$ cat src/rtl/cb_prog_pkg.sv
// Shared types and constants for the configuration-chain loader.
package cb_prog_pkg;

  typedef enum logic [1:0] {
    IDLE  = 2'd0,
    LOAD  = 2'd1,
    SHIFT = 2'd2,
    DONE  = 2'd3
  } state_e;

  localparam logic [15:0] CRC_POLY = 16'h1021;
  localparam logic [15:0] CRC_INIT = 16'hFFFF;

  function automatic int num_words(input int chain_len, input int word_w);
    return (chain_len + word_w - 1) / word_w;
  endfunction

  // One MSB-first CRC-16-CCITT step for a single serial bit.
  function automatic logic [15:0] crc16_step(input logic [15:0] crc, input logic bit_in);
    logic fb;
    fb = crc[15] ^ bit_in;
    return {crc[14:0], 1'b0} ^ (fb ? CRC_POLY : 16'h0000);
  endfunction

endpackage

$ cat src/rtl/cb_prog_loader_if.sv
// Bitstream word stream (valid/ready) from the configuration source to the loader.
interface cb_prog_loader_if #(
  parameter int WORD_W = 32
);
  logic [WORD_W-1:0] s_data;
  logic              s_valid;
  logic              s_ready;

  modport master (output s_data, output s_valid, input s_ready);
  modport slave  (input s_data, input s_valid, output s_ready);
endinterface

$ cat src/rtl/cb_prog_crc16.sv
// Bit-serial CRC-16-CCITT accumulator; only used when CB_PROG_READBACK_EN is defined.
module cb_prog_crc16
  import cb_prog_pkg::*;
(
  input  logic        prog_clk,
  input  logic        rst,
  input  logic        init_i,
  input  logic        en_i,
  input  logic        bit_i,
  output logic [15:0] crc_o
);

  logic [15:0] crc_q, crc_d;

  // Init wins over folding a bit in.
  always_comb begin
    crc_d = crc_q;
    if (init_i) begin
      crc_d = CRC_INIT;
    end else if (en_i) begin
      crc_d = crc16_step(crc_q, bit_i);
    end else begin
      crc_d = crc_q;
    end
  end

  // CRC register.
  always_ff @(posedge prog_clk or negedge rst) begin
    if (!rst) begin
      crc_q <= CRC_INIT;
    end else begin
      crc_q <= crc_d;
    end
  end

  assign crc_o = crc_q;

endmodule

$ cat src/rtl/cb_prog_loader.sv
// Word-to-serial loader for the CB/CLB programming chain, LSB first.
// Optional readback CRC check of the previous chain contents under CB_PROG_READBACK_EN.
module cb_prog_loader
  import cb_prog_pkg::*;
#(
  parameter int CHAIN_LEN = 69,
  parameter int WORD_W    = 32
) (
  input  logic                prog_clk,
  input  logic                rst,
  input  logic                start,
  input  logic                abort,
  cb_prog_loader_if.slave     s_if,
  output logic                prog_in,
  output logic                prog_en,
  input  logic                prog_out,
  output logic                busy,
  output logic                done,
  input  logic [15:0]         exp_crc,
  output logic                crc_err
);

  localparam int TOT_W = $clog2(CHAIN_LEN + 1);
  localparam int WRD_W = $clog2(WORD_W + 1);
  localparam logic [TOT_W-1:0] TOT_LAST = TOT_W'(CHAIN_LEN);
  localparam logic [WRD_W-1:0] WRD_LAST = WRD_W'(WORD_W);

  state_e            state_q, state_d;
  logic [TOT_W-1:0]  tot_cnt_q, tot_cnt_d, tot_inc_s;
  logic [WRD_W-1:0]  wrd_cnt_q, wrd_cnt_d, wrd_inc_s;
  logic [WORD_W-1:0] sreg_q, sreg_d;
  logic              prog_en_q, s_ready_q, busy_q, done_q;

  assign tot_inc_s = tot_cnt_q + TOT_W'(1);
  assign wrd_inc_s = wrd_cnt_q + WRD_W'(1);

  // Next state; abort beats start and a simultaneous word accept.
  always_comb begin
    state_d   = state_q;
    tot_cnt_d = tot_cnt_q;
    wrd_cnt_d = wrd_cnt_q;
    sreg_d    = sreg_q;
    if (abort) begin
      state_d = IDLE;
    end else begin
      case (state_q)
        IDLE: begin
          if (start) begin
            state_d   = LOAD;
            tot_cnt_d = '0;
          end else begin
            state_d = IDLE;
          end
        end
        LOAD: begin
          if (s_if.s_valid && s_ready_q) begin
            state_d   = SHIFT;
            sreg_d    = s_if.s_data;
            wrd_cnt_d = '0;
          end else begin
            state_d = LOAD;
          end
        end
        SHIFT: begin
          sreg_d    = sreg_q >> 1'b1;
          tot_cnt_d = tot_inc_s;
          wrd_cnt_d = wrd_inc_s;
          // Final word: leftover upper bits are never shifted out.
          if (tot_inc_s == TOT_LAST) begin
            state_d = DONE;
          end else if (wrd_inc_s == WRD_LAST) begin
            state_d = LOAD;
          end else begin
            state_d = SHIFT;
          end
        end
        DONE:    state_d = IDLE;
        default: state_d = IDLE;
      endcase
    end
  end

  // State, datapath and flop-driven outputs decoded from the next state.
  always_ff @(posedge prog_clk or negedge rst) begin
    if (!rst) begin
      state_q   <= IDLE;
      tot_cnt_q <= '0;
      wrd_cnt_q <= '0;
      sreg_q    <= '0;
      prog_en_q <= 1'b0;
      s_ready_q <= 1'b0;
      busy_q    <= 1'b0;
      done_q    <= 1'b0;
    end else begin
      state_q   <= state_d;
      tot_cnt_q <= tot_cnt_d;
      wrd_cnt_q <= wrd_cnt_d;
      sreg_q    <= sreg_d;
      prog_en_q <= (state_d == SHIFT);
      s_ready_q <= (state_d == LOAD);
      busy_q    <= (state_d != IDLE);
      done_q    <= (state_d == DONE);
    end
  end

  assign prog_in     = sreg_q[0];
  assign prog_en     = prog_en_q;
  assign s_if.s_ready = s_ready_q;
  assign busy        = busy_q;
  assign done        = done_q;

`ifdef CB_PROG_READBACK_EN
  logic [15:0] crc_s, exp_q;
  logic        crc_err_q, crc_init_s;

  assign crc_init_s = (state_q == IDLE) && start && !abort;

  cb_prog_crc16 u_crc (
    .prog_clk (prog_clk),
    .rst      (rst),
    .init_i   (crc_init_s),
    .en_i     (state_q == SHIFT),
    .bit_i    (prog_out),
    .crc_o    (crc_s)
  );

  // Capture expected CRC on start; compare once the load completes.
  always_ff @(posedge prog_clk or negedge rst) begin
    if (!rst) begin
      exp_q     <= 16'h0000;
      crc_err_q <= 1'b0;
    end else if (crc_init_s) begin
      exp_q     <= exp_crc;
      crc_err_q <= 1'b0;
    end else if ((state_q == DONE) && !abort) begin
      crc_err_q <= (crc_s != exp_q);
    end
  end

  assign crc_err = crc_err_q;
`else
  logic unused_s;
  assign unused_s = ^{exp_crc, prog_out};
  assign crc_err  = 1'b0;
`endif

endmodule

$ cat src/flat_wrapper.sv
// flat-port wrapper written by rule: the top's interface ports become plain ports
module cb_prog_loader_flat import cb_prog_pkg::*;
#(
  parameter int CHAIN_LEN = 69,
  parameter int WORD_W    = 32
)
  (prog_clk, rst, start, abort, prog_in, prog_en, prog_out, busy, done, exp_crc, crc_err, s_if_s_data, s_if_s_valid, s_if_s_ready);
  cb_prog_loader_if #(.WORD_W(WORD_W)) s_if_i ();
  input  logic prog_clk;
  input  logic rst;
  input  logic start;
  input  logic abort;
  output logic prog_in;
  output logic prog_en;
  input  logic prog_out;
  output logic busy;
  output logic done;
  input  logic [15:0] exp_crc;
  output logic crc_err;
  input wire logic [$bits(s_if_i.s_data)-1:0] s_if_s_data;
  input wire logic [$bits(s_if_i.s_valid)-1:0] s_if_s_valid;
  output wire logic [$bits(s_if_i.s_ready)-1:0] s_if_s_ready;
  assign s_if_i.s_data = s_if_s_data;
  assign s_if_i.s_valid = s_if_s_valid;
  assign s_if_s_ready = s_if_i.s_ready;
  cb_prog_loader #(.CHAIN_LEN(CHAIN_LEN), .WORD_W(WORD_W)) u_core (.prog_clk(prog_clk), .rst(rst), .start(start), .abort(abort), .s_if(s_if_i), .prog_in(prog_in), .prog_en(prog_en), .prog_out(prog_out), .busy(busy), .done(done), .exp_crc(exp_crc), .crc_err(crc_err));
endmodule
$ cat config.mk
export PLATFORM = sky130hd
export DESIGN_NAME = cb_prog_loader_flat
export DESIGN_NICKNAME = d
export VERILOG_FILES = /design/src/rtl/cb_prog_pkg.sv /design/src/rtl/cb_prog_loader_if.sv /design/src/rtl/cb_prog_crc16.sv /design/src/rtl/cb_prog_loader.sv /design/src/flat_wrapper.sv
export SDC_FILE = /design/constraint.sdc
export NUM_CORES = 1
export LEC_CHECK = 0
export BUFFER_PORTS_ARGS = -buffer_cell sky130_fd_sc_hd__clkbuf_2
export CAP_MARGIN = 10
export CORE_ASPECT_RATIO = 0.7
export CORE_UTILIZATION = 30
export DETAILED_ROUTE_END_ITERATION = 12
export SLEW_MARGIN = 30
export SYNTH_ARGS = -nofsm -noshare
export SYNTH_HDL_FRONTEND = slang
export SYNTH_SLANG_ARGS = --single-unit
$ cat constraint.sdc
create_clock -name prog_clk -period 1.57 [get_ports prog_clk]
set_input_delay 0.314 -clock prog_clk [delete_from_list [all_inputs] [get_ports prog_clk]]
set_output_delay 0.314 -clock prog_clk [all_outputs]
set_load 0.02 [all_outputs]
==> load_flow_metrics.sql <==
INSERT INTO impl_metrics (metric_group, metric, value, unit) VALUES
('worst_setup_path', 'critical-path-top-delay-family', 'compound AO/OA/AOI/OAI gates', ''),
('global_routing', 'vias_in_the_first_global_route', '2162', ''),
('timing', 'report.final.hold_viol_count', '3', ''),
('yosys', 'synth_top_area_cell', 'sky130_fd_sc_hd__dfrtp_1', ''),
('place', 'post-place-cells', '444', ''),
('route', 'avgRoutedWirePerCell', '16.1', 'um'),
('job', 'max_cap_viols', '0', ''),
('yosys', 'number_of_warnings_issued_by_yosys', '0', ''),
('yosys', 'ys_ff_latch', '51', ''),
('worst_setup_path', 'worst-path-buf-inv', '2', ''),
('layout', 'relative_area_change_from_synthesis_to_final_layout', '60.4', '%'),
('worst_setup_path', 'r2r-end', 'u_core.wrd_cnt_q[4]', ''),
('route', 'routed-via-count', '2307', ''),
('worst_setup_path', 'timing.reg2reg.setup_slack', '-60', 'ps'),
('timing', 'setup_slack', '-59.0', 'ps'),
('clock_tree', 'postCtsHoldBufs', '0', ''),
('layout', 'diode_count', '0', ''),
('worst_setup_path', 'arrival_time_at_the_worst_endpoint', '1850', 'ps'),
('global_routing', 'grt_pass1_wl', '10500', 'um'),
('worst_setup_path', 'cp_slowest_cell', 'sky130_fd_sc_hd__dfrtp_1', ''),
('worst_setup_path', 'r2r_cells', '7', ''),
('yosys', 'async_flop_share', '100', '%'),
('clock_tree', 'clkSinkCount', '51', ''),
('yosys', 'syn-num-nets', '332', ''),
('layout', 'drive_gt1_share', '58.7', '%'),
('floorplanning', 'core_region_area', '8480', 'um^2'),
('worst_setup_path', 'setup.worst_path.end_class', 'flip-flop', ''),
('route', 'final_antenna_net_count', '0', ''),
('route', 'finalWirelength', '7570', 'um'),
('clock_tree', 'cts_root_buffer', 'sky130_fd_sc_hd__clkbuf_16', ''),
('place', 'place_ws', '-175', 'ps'),
('yosys', 'synth_edf_count', '0', ''),
('worst_hold_path', 'min-delay-path-class', 'primary input to async pin', ''),
('yosys', 'syn_area_per_cell', '9.71', 'um^2'),
('layout', 'finish.utilization', '50.0', '%'),
('timing', 'clock-skew-final', '3.98', 'ps'),
('layout', 'final_area', '4240', 'um^2'),
('yosys', 'syn-cell-area', '2640', 'um^2'),
('floorplanning', 'start_util', '31.2', '%'),
('run_status', 'violations', 'hold timing, setup timing', ''),
('place', 'place_congestion', '0.772', ''),
('yosys', 'synthTopCellsByArea', 'sky130_fd_sc_hd__dfrtp_1, sky130_fd_sc_hd__mux2i_1, sky130_fd_sc_hd__o21ai_1', ''),
('run_status', 'run_status', 'finished with violations', ''),
('floorplanning', 'die-height', '80.5', 'um'),
('yosys', 'register_area_share_after_synthesis', '48.3', '%'),
('yosys', 'most_used_flip_flop_cell_after_synthesis', 'sky130_fd_sc_hd__dfrtp_1', ''),
('timing', 'fin_hold_ws', '-3.78', 'ps'),
('route', 'drc', '0', ''),
('worst_setup_path', 'reg2reg_from', 'u_core.state_q[0]', ''),
('pwr', 'powerDensity', '877', 'nW/um^2'),
('route', 'drt-pass1-iter-count', '4', ''),
('global_routing', 'antenna_found_initial', '0', ''),
('layout', 'final_net_count', '410', ''),
('worst_setup_path', 'startpoint_types', 'flip-flop', ''),
('timing', 'final.min_clock_period', '1630', 'ps'),
('pwr', 'total_power', '3.72', 'mW'),
('yosys', 'yosys.cell_types.count', '44', ''),
('global_routing', 'globalRouteTotalUtil', '15.0', '%'),
('floorplanning', 'die_width', '114', 'um'),
('pwr', 'p_leak', '1.79', 'nW'),
('worst_setup_path', 'worstPathCellList', 'inv_2 -> ha_4 -> inv_6 -> a211o_4 -> nor3_2 -> a21oi_1 -> o21ai_1', ''),
('global_routing', 'gr-total-overflow', '0', ''),
('pwr', 'vdd.ir_drop.worst', '0.509', 'mV'),
('timing', 'maxSlewViolCount', '0', ''),
('yosys', 'synth_commonest_cells', 'sky130_fd_sc_hd__nand2_1, sky130_fd_sc_hd__dfrtp_1, sky130_fd_sc_hd__o21ai_1', ''),
('timing', 'setup_viol', '30', ''),
('place', 'hpwl', '3860', 'um'),
('yosys', 'synth_most_common_cell', 'sky130_fd_sc_hd__nand2_1', ''),
('worst_setup_path', 'cp_max_fo', '6', ''),
('timing', 'rsz0062_at_grt', 'yes', ''),
('timing', 'timing.final.crit_share', '104', '%');
-- registers in the layout, indices dropped and copies added (netlist names) --
| signal | flops |
|---|---|
| u_core.busy | 1 |
| u_core.done | 1 |
| u_core.prog_en | 1 |
| u_core.s_if.s_ready | 1 |
| u_core.sreg_q | 32 |
| u_core.state_q | 2 |
| u_core.tot_cnt_q | 7 |
| u_core.wrd_cnt_q | 6 |
-- metal layers --
| layer | part of all wire [%] | vias to the layer above | GRT usage [%] |
|---|---|---|---|
| li1 | - | 1107 | - |
| met1 | 47 | 1146 | 20.2 |
| met2 | 47 | 39 | 23.7 |
| met3 | 3.3 | 15 | 2.79 |
| met4 | 2.1 | 0 | 6.23 |
| met5 | 0 | - | 0 |
-- repair_timing --
action	4_1_cts	5_1_grt
cloned	3	8
endpoints found under the setup margin	40	50
resized for setup	10	139
setup buffers	0	8
pin swaps	4	65
-- area by class of cell --
type,instances,area (um^2)
Clock buffer,5,125
Fill cell,781,4240
Inverter,8,35.0
Clock inverter,3,43.8
Timing Repair Buffer,87,795
Sequential cell,51,1280
Tap cell,120,150
Multi-Input combinational cell,197,1810
-- cell families (layout without fill, tap and decap cells) --
group	Yosys count	in the layout	synth area share [%]
xor gates and xnor gates	2	2	0.663
and+or+nand+nor	87	87	14.5
DFF	51	51	48.3
buffers and inverters	25	103	4.50
other	1	1	0.142
muxes	32	32	12.1
adders and majority gates	6	6	2.84
AOI/OAI and AO/OA	68	69	16.9
-- how the worst max path moves through the flow --
| stage | slack (ps) | cells past startpoint | endpoint | startpoint |
|---|---|---|---|---|
| 3_3_place_gp | -110 | 6 | u_core.tot_cnt_q[5] | u_core.state_q[0] |
| 3_5_place_dp | -170 | 6 | u_core.tot_cnt_q[6] | u_core.state_q[0] |
| 2_1_floorplan | -80 | 8 | u_core.tot_cnt_q[3] | u_core.state_q[1] |
| 5_1_grt | -120 | 6 | u_core.state_q[0] | u_core.tot_cnt_q[0] |
| 6_report | -60 | 7 | u_core.wrd_cnt_q[4] | u_core.state_q[0] |
| 4_1_cts | -120 | 6 | u_core.state_q[0] | u_core.tot_cnt_q[0] |
-- power breakdown --
group | leakage [nW] | switching [mW] | internal (mW) | total [mW]
combinational | 1.04 | 0.311 | 0.387 | 0.698
clock | 0.0838 | 0.500 | 0.752 | 1.25
sequential | 0.664 | 0.229 | 1.54 | 1.77
total | 1.79 | 1.04 | 2.68 | 3.72
-- cell usage in the layout (no fill, tap or decap), types with 10 or more instances in the layout --
| cell type | Yosys | routed |
|---|---|---|
| sky130_fd_sc_hd__buf_4 | 1 | 27 |
| sky130_fd_sc_hd__clkbuf_16 | 0 | 11 |
| sky130_fd_sc_hd__clkbuf_2 | 1 | 41 |
| sky130_fd_sc_hd__dfrtp_1 | 51 | 51 |
| sky130_fd_sc_hd__mux2i_1 | 32 | 28 |
| sky130_fd_sc_hd__nand2_1 | 54 | 10 |
| sky130_fd_sc_hd__nand2_2 | 0 | 18 |
| sky130_fd_sc_hd__nand2_4 | 0 | 26 |
| sky130_fd_sc_hd__nand3_1 | 13 | 10 |
| sky130_fd_sc_hd__o21ai_1 | 43 | 15 |
| sky130_fd_sc_hd__o21ai_2 | 0 | 28 |
No activity file was read; power rests on OpenSTA's default activity.
